**config.mk**
```make
export PLATFORM = sky130hd
export DESIGN_NAME = multicycle_main_control
export DESIGN_NICKNAME = d
export VERILOG_FILES = /design/src/rtl/mips_pkg.sv /design/src/rtl/multicycle_main_control.sv
export SDC_FILE = /design/constraint.sdc
export NUM_CORES = 1
export LEC_CHECK = 0
export BUFFER_PORTS_ARGS = -buffer_cell sky130_fd_sc_hd__buf_4
export CORE_MARGIN = 1.5
export CORE_UTILIZATION = 41
export DETAILED_ROUTE_END_ITERATION = 8
export GPL_ROUTABILITY_DRIVEN = 0
export PLACE_DENSITY = 0.81
export SLEW_MARGIN = 0
export SYNTH_ARGS = -nofsm -noshare
export SYNTH_HDL_FRONTEND = slang
export SYNTH_SLANG_ARGS = --single-unit
```
**constraint.sdc**
```tcl
create_clock -name clk -period 1.3 [get_ports clk]
set_clock_uncertainty 0.2 [all_clocks]
set_input_delay 0.195 -clock clk [delete_from_list [all_inputs] [get_ports clk]]
set_output_delay 0.195 -clock clk [all_outputs]
set_load 0.02 [all_outputs]
```
**src/rtl/mips_pkg.sv**
```systemverilog
// Shared definitions for the multi-cycle MIPS control path: opcodes, ALUOp codes,
// datapath mux encodings and the main-control state enum.
package mips_pkg;

    localparam logic [5:0] OP_RTYPE = 6'h00;
    localparam logic [5:0] OP_J     = 6'h02;
    localparam logic [5:0] OP_BEQ   = 6'h04;
    localparam logic [5:0] OP_BNE   = 6'h05;
    localparam logic [5:0] OP_ADDI  = 6'h08;
    localparam logic [5:0] OP_SLTI  = 6'h0A;
    localparam logic [5:0] OP_ANDI  = 6'h0C;
    localparam logic [5:0] OP_ORI   = 6'h0D;
    localparam logic [5:0] OP_XORI  = 6'h0E;
    localparam logic [5:0] OP_LUI   = 6'h0F;
    localparam logic [5:0] OP_LW    = 6'h23;
    localparam logic [5:0] OP_SW    = 6'h2B;

    localparam logic [1:0] ALUOP_ADD   = 2'b00;
    localparam logic [1:0] ALUOP_SUB   = 2'b01;
    localparam logic [1:0] ALUOP_RTYPE = 2'b10;
    localparam logic [1:0] ALUOP_IMM   = 2'b11;

    localparam logic [1:0] SRCB_B      = 2'b00;
    localparam logic [1:0] SRCB_FOUR   = 2'b01;
    localparam logic [1:0] SRCB_IMM    = 2'b10;
    localparam logic [1:0] SRCB_BRANCH = 2'b11;

    localparam logic [1:0] PCSRC_ALU    = 2'b00;
    localparam logic [1:0] PCSRC_ALUOUT = 2'b01;
    localparam logic [1:0] PCSRC_JUMP   = 2'b10;

    typedef enum logic [3:0] {
        S_FETCH     = 4'd0,
        S_DECODE    = 4'd1,
        S_MEM_ADDR  = 4'd2,
        S_MEM_READ  = 4'd3,
        S_MEM_WB    = 4'd4,
        S_MEM_WRITE = 4'd5,
        S_R_EXEC    = 4'd6,
        S_R_WB      = 4'd7,
        S_I_EXEC    = 4'd8,
        S_I_WB      = 4'd9,
        S_BRANCH    = 4'd10,
        S_JUMP      = 4'd11
    } state_e;

    // Logical immediates are zero-extended; everything else sign-extends.
    function automatic logic is_zext_op(input logic [5:0] op);
        return (op == OP_ANDI) || (op == OP_ORI) || (op == OP_XORI);
    endfunction

endpackage

```
**src/rtl/multicycle_main_control.sv**
```systemverilog
// Main control FSM of the multi-cycle MIPS CPU: sequences each instruction through
// FETCH/DECODE/EXEC/MEM/WB and drives the datapath enables, mux selects and ALUOp.
module multicycle_main_control
    import mips_pkg::*;
#(
    parameter int STATE_W      = 4,
    parameter bit HAS_MEM_WAIT = 1'b1
) (
    input  logic               clk,
    input  logic               rst,
    input  logic [5:0]         op,
    input  logic               mem_ready,
    output logic               pc_write,
    output logic               pc_write_cond,
    output logic               branch_ne,
    output logic               iord,
    output logic               mem_read,
    output logic               mem_write,
    output logic               ir_write,
    output logic               mem_to_reg,
    output logic               reg_dst,
    output logic               reg_write,
    output logic               alu_src_a,
    output logic [1:0]         alu_src_b,
    output logic [1:0]         alu_op,
    output logic [1:0]         pc_source,
    output logic               ext_op,
    output logic               instr_done,
    output logic               illegal_op,
    output logic [STATE_W-1:0] dbg_state
);

    logic [STATE_W-1:0] state_q;
    logic [STATE_W-1:0] state_d;
    logic               rdy;
    logic               enc_ok;
    state_e             cur;
    state_e             nxt;

    assign rdy       = HAS_MEM_WAIT ? mem_ready : 1'b1;
    // Encodings with any bit above the enum width set are illegal and fall to default.
    assign enc_ok    = ((state_q >> 4) == '0);
    assign cur       = state_e'(state_q[3:0]);
    assign dbg_state = state_q;

    always_ff @(posedge clk) begin
        if (rst) begin
            state_q <= STATE_W'(S_FETCH);
        end else begin
            state_q <= state_d;
        end
    end

    always_comb begin
        nxt           = S_FETCH;
        pc_write      = 1'b0;
        pc_write_cond = 1'b0;
        branch_ne     = 1'b0;
        iord          = 1'b0;
        mem_read      = 1'b0;
        mem_write     = 1'b0;
        ir_write      = 1'b0;
        mem_to_reg    = 1'b0;
        reg_dst       = 1'b0;
        reg_write     = 1'b0;
        alu_src_a     = 1'b0;
        alu_src_b     = SRCB_B;
        alu_op        = ALUOP_ADD;
        pc_source     = PCSRC_ALU;
        ext_op        = ~is_zext_op(op);
        instr_done    = 1'b0;
        illegal_op    = 1'b0;

        if (enc_ok) begin
            case (cur)
                S_FETCH: begin
                    mem_read  = 1'b1;
                    alu_src_b = SRCB_FOUR;
                    ir_write  = rdy;
                    pc_write  = rdy;
                    nxt       = rdy ? S_DECODE : S_FETCH;
                end
                S_DECODE: begin
                    // Speculatively compute the branch target into ALUOut.
                    alu_src_b = SRCB_BRANCH;
                    case (op)
                        OP_RTYPE:                 nxt = S_R_EXEC;
                        OP_LW, OP_SW:             nxt = S_MEM_ADDR;
                        OP_BEQ, OP_BNE:           nxt = S_BRANCH;
                        OP_J:                     nxt = S_JUMP;
                        OP_ADDI, OP_SLTI, OP_ANDI,
                        OP_ORI, OP_XORI, OP_LUI:  nxt = S_I_EXEC;
                        default: begin
                            illegal_op = 1'b1;
                            instr_done = 1'b1;
                            nxt        = S_FETCH;
                        end
                    endcase
                end
                S_MEM_ADDR: begin
                    alu_src_a = 1'b1;
                    alu_src_b = SRCB_IMM;
                    nxt       = (op == OP_SW) ? S_MEM_WRITE : S_MEM_READ;
                end
                S_MEM_READ: begin
                    mem_read = 1'b1;
                    iord     = 1'b1;
                    nxt      = rdy ? S_MEM_WB : S_MEM_READ;
                end
                S_MEM_WB: begin
                    reg_write  = 1'b1;
                    mem_to_reg = 1'b1;
                    instr_done = 1'b1;
                end
                S_MEM_WRITE: begin
                    mem_write  = 1'b1;
                    iord       = 1'b1;
                    instr_done = rdy;
                    nxt        = rdy ? S_FETCH : S_MEM_WRITE;
                end
                S_R_EXEC: begin
                    alu_src_a = 1'b1;
                    alu_op    = ALUOP_RTYPE;
                    nxt       = S_R_WB;
                end
                S_R_WB: begin
                    reg_write  = 1'b1;
                    reg_dst    = 1'b1;
                    instr_done = 1'b1;
                end
                S_I_EXEC: begin
                    alu_src_a = 1'b1;
                    alu_src_b = SRCB_IMM;
                    alu_op    = ALUOP_IMM;
                    nxt       = S_I_WB;
                end
                S_I_WB: begin
                    reg_write  = 1'b1;
                    instr_done = 1'b1;
                end
                S_BRANCH: begin
                    alu_src_a     = 1'b1;
                    alu_op        = ALUOP_SUB;
                    pc_write_cond = 1'b1;
                    pc_source     = PCSRC_ALUOUT;
                    branch_ne     = (op == OP_BNE);
                    instr_done    = 1'b1;
                end
                S_JUMP: begin
                    pc_write   = 1'b1;
                    pc_source  = PCSRC_JUMP;
                    instr_done = 1'b1;
                end
                default: nxt = S_FETCH;
            endcase
        end

        // Reset forces every output low, aborting any in-flight access.
        if (rst) begin
            pc_write      = 1'b0;
            pc_write_cond = 1'b0;
            branch_ne     = 1'b0;
            iord          = 1'b0;
            mem_read      = 1'b0;
            mem_write     = 1'b0;
            ir_write      = 1'b0;
            mem_to_reg    = 1'b0;
            reg_dst       = 1'b0;
            reg_write     = 1'b0;
            alu_src_a     = 1'b0;
            alu_src_b     = SRCB_B;
            alu_op        = ALUOP_ADD;
            pc_source     = PCSRC_ALU;
            ext_op        = 1'b0;
            instr_done    = 1'b0;
            illegal_op    = 1'b0;
        end

        state_d = STATE_W'(nxt);
    end

endmodule

```
==> results of run 1 <==
-- metrics by stage --
step | std cells | setup WS, ns
floorplan | 96 | -0.410
global placement | 179 | -0.302
detailed placement | 179 | -0.404
-- cells in the mapped netlist, drive strengths merged --
master / count / area share, %
nor2: 11 / 5.8
nand2b: 10 / 11
buf: 8 / 7.2
nor3: 8 / 6.3
nor2b: 5 / 4.4
nor4: 5 / 6.5
dfxtp: 4 / 11
nand2: 4 / 2.1
nand3b: 4 / 4.2
a211oi: 3 / 3.9
a21oi: 3 / 3.2
o21ai: 3 / 2.1
and3: 2 / 1.8
clkbuf: 2 / 1.1
nand4: 2 / 1.8
nor3b: 2 / 2.1
o22a: 2 / 2.5
o31a: 2 / 2.5
or2: 2 / 1.8
a2111oi: 1 / 1.4
a22oi: 1 / 1.1
a311oi: 1 / 2.1
a31oi: 1 / 0.88
a41oi: 1 / 1.2
and4b: 1 / 1.4
nand4b: 1 / 1.2
nor4b: 1 / 2.1
o2111ai: 1 / 1.2
o21a: 1 / 1.1
o21bai: 1 / 1.1
o221ai: 1 / 2.1
o31ai: 1 / 1.1
xor2: 1 / 1.2
-- cell families after synthesis --
group | after synthesis | share of synthesized area (%)
AOI/OAI and AO/OA | 23 | 27.1
and+or+nand+nor | 58 | 52.2
buffers and inverters | 10 | 8.23
DFF | 4 | 11.2
xor gates and xnor gates | 1 | 1.23
==> results.sh, run 1 <==
export IMPL_ys_seq_elements=4
export IMPL_die_w_um=44.7
export IMPL_synth_area_per_cell_um2=7.44
export IMPL_dp_hpwl_um=2590
export IMPL_syn_cell_area_um2=714
export IMPL_cts_resized=63
export IMPL_syn_nets=105
export IMPL_placementRows=14
export IMPL_yosysWarnings=0
export IMPL_synth_cell_types=41
export IMPL_status="stopped before the end"
export IMPL_htreeDepth=1
export IMPL_clock_sinks=4
export IMPL_seq_area_frac_synth_pct=11.2
export IMPL_cts_hold_buf=0
export IMPL_initial_utilization_pct=45.3
export IMPL_cts_root_buf="clkbuf_4"
export IMPL_postCtsSetupBuffers=9
export IMPL_portBuffers=32
export IMPL_die_h_um=44.7
export IMPL_clk_path_buf_depth=2
export IMPL_synthCells=96
export IMPL_cts_buffers=3
export IMPL_tool_error="[ERROR DPL-0038] Utilization greater than 100%, impossible to legalize"
export IMPL_lastStage="clock tree synthesis (4_1_cts)"
export IMPL_place_area_mm2=0.00146
export IMPL_ios=33
==> run 2, diff against run 1 <==
--- a/config.mk
+++ b/config.mk
@@ -6,11 +6,11 @@
 export NUM_CORES = 1
 export LEC_CHECK = 0
 export BUFFER_PORTS_ARGS = -buffer_cell sky130_fd_sc_hd__buf_4
-export CORE_MARGIN = 1.5
-export CORE_UTILIZATION = 41
+export CORE_AREA = 2 2 63 65
 export DETAILED_ROUTE_END_ITERATION = 8
+export DIE_AREA = 0 0 65 67
 export GPL_ROUTABILITY_DRIVEN = 0
-export PLACE_DENSITY = 0.81
+export PLACE_DENSITY_LB_ADDON = 0.15
 export SLEW_MARGIN = 0
 export SYNTH_ARGS = -nofsm -noshare
 export SYNTH_HDL_FRONTEND = slang
==> constraint.sdc (replaced) <==
create_clock -name clk -period 1.7 [get_ports clk]
set_clock_uncertainty 0.2 [all_clocks]
set_input_delay 0.255 -clock clk [delete_from_list [all_inputs] [get_ports clk]]
set_output_delay 0.255 -clock clk [all_outputs]
set_load 0.02 [all_outputs]
==> results.sh, run 2 <==
export IMPL_synth_top_family_by_area="simple AND/OR/NAND/NOR gates"
export IMPL_synth_area_per_cell_um2=7.44
export IMPL_viasPerCell=4.78
export IMPL_grt_pass1_vias=966
export IMPL_dieArea_mm2=0.00436
export IMPL_crit_required_ns=1.24
export IMPL_syn_cell_area_um2=714
export IMPL_clock_sinks=4
export IMPL_cts_tree="done"
export IMPL_largest_reg_flops=4
export IMPL_setup_ws_ns=-0.174
export IMPL_max_stage_delay_ns=0.37
export IMPL_placementRows=22
export IMPL_wl_um=2820
export IMPL_synthCells=96
export IMPL_setup_tns_ns=-0.854
export IMPL_synth_top_cell_by_area="dfxtp_1"
export IMPL_r2r_end="dbg_state[1]"
export IMPL_path_max_fanout=8
export IMPL_critPathKind="reg -> out"
export IMPL_synth_fa_ha_area_share_pct=0
export IMPL_grt_max_degree=11
export IMPL_synth_top_cell_area_share_pct=11.2
export IMPL_period_share_pct=110
export IMPL_ys_top_cells_by_area="dfxtp_1, nand2b_1, nor2_1"
export IMPL_place_area_mm2=0.00122
export IMPL_seq_area_frac_synth_pct=11.2
export IMPL_worstRegToRegCells=6
export IMPL_leakage_nw=0.617
export IMPL_initial_utilization_pct=19.8
export IMPL_worstSkewPairLatency_ns=0.22
export IMPL_grt_usage_pct=14.1
export IMPL_ios=33
export IMPL_drv_slew=0
export IMPL_synth_async_sr_flop_share_pct=0
export IMPL_rsz0062_at_grt="true"
export IMPL_worstHoldPathCells=2
export IMPL_synth_cell_types=41
export IMPL_final_common_cell="buf_4"
export IMPL_yosysWarnings=0
export IMPL_crit_buf_inv=1
export IMPL_clk_pin_slew_worst_paths_ns=0.03
export IMPL_htreeDepth=1
export IMPL_fin_hold_ws_ns=0.136
export IMPL_status="finished, violations left"
export IMPL_dp_hpwl_um=2090
export IMPL_crit_family="compound AO/OA/AOI/OAI gates"
export IMPL_cts_buffers=3
export IMPL_power_density_mw_per_mm2=357
export IMPL_core_area_mm2=0.00361
export IMPL_ant_nets=0
export IMPL_overflow=0
export IMPL_tightest_slew_ns=0.313
export IMPL_hold_start="rst"
export IMPL_syn_nets=105
export IMPL_yosys_mux_area_fraction_pct=0
export IMPL_syn_to_final_growth_pct=118
export IMPL_r2r_slack_ns=0.08
export IMPL_synthTopCellsByCount="nor2_1, nand2b_1, nor3_1, buf_2, nor2b_1"
export IMPL_clk_path_buf_depth=2
export IMPL_synth_compound_area_share_pct=27.1
export IMPL_cts_hold_buf=0
export IMPL_drv_cap=0
export IMPL_die_h_um=67
export IMPL_final_cell_area_mm2=0.00155
export IMPL_synth_edff_count=0
export IMPL_nets=168
export IMPL_route_detailed_drc=0
export IMPL_cp_slowest_cell="dfxtp_4"
export IMPL_yosysMostFrequentCell="nor2_1"
export IMPL_synthXorXnorAreaFrac_pct=1.23
export IMPL_grt_antenna_before_repair=0
export IMPL_hold_class="in -> reg"
export IMPL_firstDrtPassIters=4
export IMPL_die_w_um=65
export IMPL_crit_chain="nand2b_4, nor3_4, o221ai_2, a211oi_4, buf_6"
export IMPL_synthSimpleGateAreaFrac_pct=52.2
export IMPL_drive_gt1_share_pct=69.4
export IMPL_grt_pass1_wl_um=4820
export IMPL_violations="negative setup slack"
export IMPL_hold_viol_final=0
export IMPL_cts_root_buf="clkbuf_8"
export IMPL_drt_first_iter_violations=28
export IMPL_period_minus_slack_ns=1.87
export IMPL_portBuffers=32
export IMPL_r2r_start="dbg_state[1]"
export IMPL_holdPathEnd="dbg_state[3]"
export IMPL_setup_viol=11
export IMPL_num_antenna_cells=0
export IMPL_wire_per_inst_um=13.8
export IMPL_ys_seq_elements=4
export IMPL_final_cell_mix="buf_4, buf_6, nor2_1"
export IMPL_start_kind="register"
export IMPL_final_cells=205
export IMPL_synth_main_ff_cell="dfxtp_1"
export IMPL_maxSlewHeadroom_pct=79.1
export IMPL_crit_arrival_ns=1.42
export IMPL_max_freq_ghz=0.534
export IMPL_crit_path_end_kind="output pin"
export IMPL_peakVddDrop_uv=239
export IMPL_dp_cells=193
export IMPL_num_vias=980
## run 2: cell counts after synthesis
No cell type changed its count.
## run 2: area by class of cell
type                            count  area, um2
Timing Repair Buffer               68        581
Clock buffer                        3       41.3
Sequential cell                     4       95.1
Tap cell                           48       60.1
Multi-Input combinational cell     82        777
Fill cell                         359       2050
## run 2: cells by family after synthesis
group                  count (synthesis)
flip-flops                             4
AO/OA/AOI/OAI                         23
XOR/XNOR                               1
AND/OR/NAND/NOR                       58
buffers and inverters                 10
## run 2: repair_timing
item / in CTS / in global routing
buffers inserted: 6 / 3
gates resized for setup: 21 / 20
gates cloned: 1 / 0
setup endpoints to repair: 17 / 20
pin swaps: 3 / 6
## run 2: stage by stage
stage	total power [mW]	util, %	worst slack [ns]
final	0.554	43.1	-0.174
after global routing	0.596	43.1	-0.239
after CTS	0.549	39.9	-0.198
after detailed placement	0.326	33.8	-0.0342
after global placement	0.326	33.8	-0.0415
after floorplan	0.219	-	-0.127
## run 2: how the worst max path moves through the flow
| stage | from | to | slack (ns) | cells past startpoint |
|---|---|---|---|---|
| 6_report | dbg_state[1] | instr_done | -0.17 | 5 |
| 3_3_place_gp | dbg_state[1] | instr_done | -0.04 | 5 |
| 4_1_cts | dbg_state[1] | instr_done | -0.20 | 5 |
| 2_1_floorplan | dbg_state[2] | alu_op[1] | -0.13 | 5 |
| 5_1_grt | dbg_state[1] | instr_done | -0.24 | 5 |
| 3_5_place_dp | dbg_state[1] | instr_done | -0.03 | 5 |
## run 2: report_power, final
part           internal, mW  total [mW]  leakage, nW  switching, mW
logic                 0.127       0.255        0.560          0.128
registers            0.0938       0.102       0.0355        0.00838
clock network         0.151       0.197       0.0216         0.0463
## run 2: worst reg2reg max path: cells and delay by family, from the launching register on
kind            cells  cell delay [ns]
buf+inv             2             0.27
compound gates      2             0.27
simple gates        2             0.45
flops               1             0.37
## run 2: per-layer routing
metal	track usage, %	part of all wire [%]
met1	16.3	41
met2	28.1	56
met3	2.36	3.0
met4	0.798	0.71
met5	0	0
(Power assumes the default switching activity.)
==> run 3, diff against run 2 <==
--- a/config.mk
+++ b/config.mk
@@ -10,7 +10,7 @@
 export DETAILED_ROUTE_END_ITERATION = 8
 export DIE_AREA = 0 0 65 67
 export GPL_ROUTABILITY_DRIVEN = 0
-export PLACE_DENSITY_LB_ADDON = 0.15
+export SKIP_CTS_REPAIR_TIMING = 1
 export SLEW_MARGIN = 0
 export SYNTH_ARGS = -nofsm -noshare
 export SYNTH_HDL_FRONTEND = slang
==> results.sh, run 3 (synthesis gave the netlist of run 2 again) <==
export IMPL_syn_to_final_growth_pct=109
export IMPL_grt_antenna_before_repair=0
export IMPL_grt_usage_pct=11.9
export IMPL_crit_family="flip-flops"
export IMPL_sequentialPowerShare_pct=18.5
export IMPL_final_common_cell="buf_4"
export IMPL_maxSlewHeadroom_pct=75.2
export IMPL_setup_ws_ns=-0.159
export IMPL_die_w_um=65
export IMPL_ant_nets=0
export IMPL_switching_share_pct=32.3
export IMPL_tightest_slew_ns=0.372
export IMPL_clockPowerShare_pct=34.9
export IMPL_drive_gt1_share_pct=68.0
export IMPL_max_stage_delay_ns=0.37
export IMPL_intPower_uw=373
export IMPL_p_sw_uw=178
export IMPL_r2r_slack_ns=0.08
export IMPL_cts_tree="done"
export IMPL_route_detailed_drc=0
export IMPL_utilization_pct=41.4
export IMPL_max_freq_ghz=0.538
export IMPL_cts_root_buf="clkbuf_8"
export IMPL_num_antenna_cells=0
export IMPL_overflow=0
export IMPL_critPathKind="reg -> out"
export IMPL_violations="negative setup slack"
export IMPL_period_minus_slack_ns=1.86
export IMPL_placementRows=22
export IMPL_power_density_mw_per_mm2=369
export IMPL_rsz0062_at_grt="true"
export IMPL_crit_buf_inv=1
export IMPL_hold_viol_final=0
export IMPL_final_cell_mix="buf_4, buf_6, nor2_1"
export IMPL_clk_path_buf_depth=2
export IMPL_final_cell_area_mm2=0.00149
export IMPL_fill_cells=351
export IMPL_crit_required_ns=1.24
export IMPL_start_kind="register"
export IMPL_crit_path_end_kind="output pin"
export IMPL_wire_per_inst_um=13.9
export IMPL_wl_um=2790
export IMPL_setup_tns_ns=-0.862
export IMPL_drt_first_iter_violations=37
export IMPL_ios=33
export IMPL_core_area_mm2=0.00361
export IMPL_multi_input_area_um2=753
export IMPL_p_total_uw=552
export IMPL_grt_pass1_vias=911
export IMPL_firstDrtPassIters=4
export IMPL_drv_cap=0
export IMPL_peakVddDrop_uv=212
export IMPL_cts_buffers=3
export IMPL_clk_pin_slew_worst_paths_ns=0.03
export IMPL_period_share_pct=109
export IMPL_clock_sinks=4
export IMPL_portBuffers=32
export IMPL_die_h_um=67
export IMPL_num_vias=973
export IMPL_grt_max_degree=12
export IMPL_largest_reg_flops=4
export IMPL_viasPerCell=4.84
export IMPL_dp_cells=191
export IMPL_crit_chain="nor2b_2, nand2b_1, a31oi_4, a211oi_4, buf_6"
export IMPL_comb_power_share_pct=46.5
export IMPL_regArea_um2=95.1
export IMPL_htreeDepth=1
export IMPL_initial_utilization_pct=19.8
export IMPL_crit_arrival_ns=1.40
export IMPL_cp_slowest_cell="dfxtp_4"
export IMPL_status="finished, violations left"
export IMPL_place_area_mm2=0.00119
export IMPL_setup_viol=10
export IMPL_path_max_fanout=7
export IMPL_drv_slew=0
export IMPL_dieArea_mm2=0.00436
export IMPL_final_cells=201
export IMPL_nets=164
export IMPL_grt_pass1_wl_um=4120
export IMPL_dp_hpwl_um=2100
export IMPL_hold_class="in -> reg"
export IMPL_leakage_nw=0.585
export IMPL_worstSkewPairLatency_ns=0.21
==> run 3: layout make-up <==
class	count	area share, %
multi-input combinational	82	50.4
timing repair buffer	64	36.4
sequential	4	6.37
tap	48	4.02
clock buffer	3	2.76
==> run 3: path summary, 6_finish.rpt <==
path,start,to,depth (start not counted)
setup / recovery,dbg_state[0],instr_done,5
hold / removal,op[3],dbg_state[2],4
setup reg to reg,dbg_state[0],dbg_state[2],5
hold reg to reg,dbg_state[1],dbg_state[3],2
==> run 3: power groups by stage <==
stage	clock (mW)	combinational, mW	sequential [mW]
after global routing	0.211	0.275	0.103
final	0.193	0.257	0.102
after global placement	0	0.208	0.107
after CTS	0.197	0.211	0.106
after floorplan	0	0.113	0.107
after detailed placement	0	0.210	0.107
==> run 3: routing by layer <==
layer	vias to the layer above	global-route usage, %	part of all wire [%]
met3	2	2.70	4.8
met1	465	14.6	43
met2	30	21.4	52
met5	-	0	0
met4	0	2.39	0.86
li1	476	-	-
==> run 3: through the flow <==
| stage | hold slack [ns] | worst slack, ns |
|---|---|---|
| final | 0.190 | -0.159 |
| after global routing | 0.213 | -0.222 |
| after CTS | 0.191 | -0.239 |
| after detailed placement | 0.408 | -0.0122 |
| after global placement | 0.404 | 0.00201 |
| after floorplan | 0.233 | -0.127 |
==> run 3: tightest hold or removal path, stage by stage <==
cell and delay, ns:
buf_4 0.11, nor2_1 0.06, nand4_1 0.07, o21ai_1 0.06
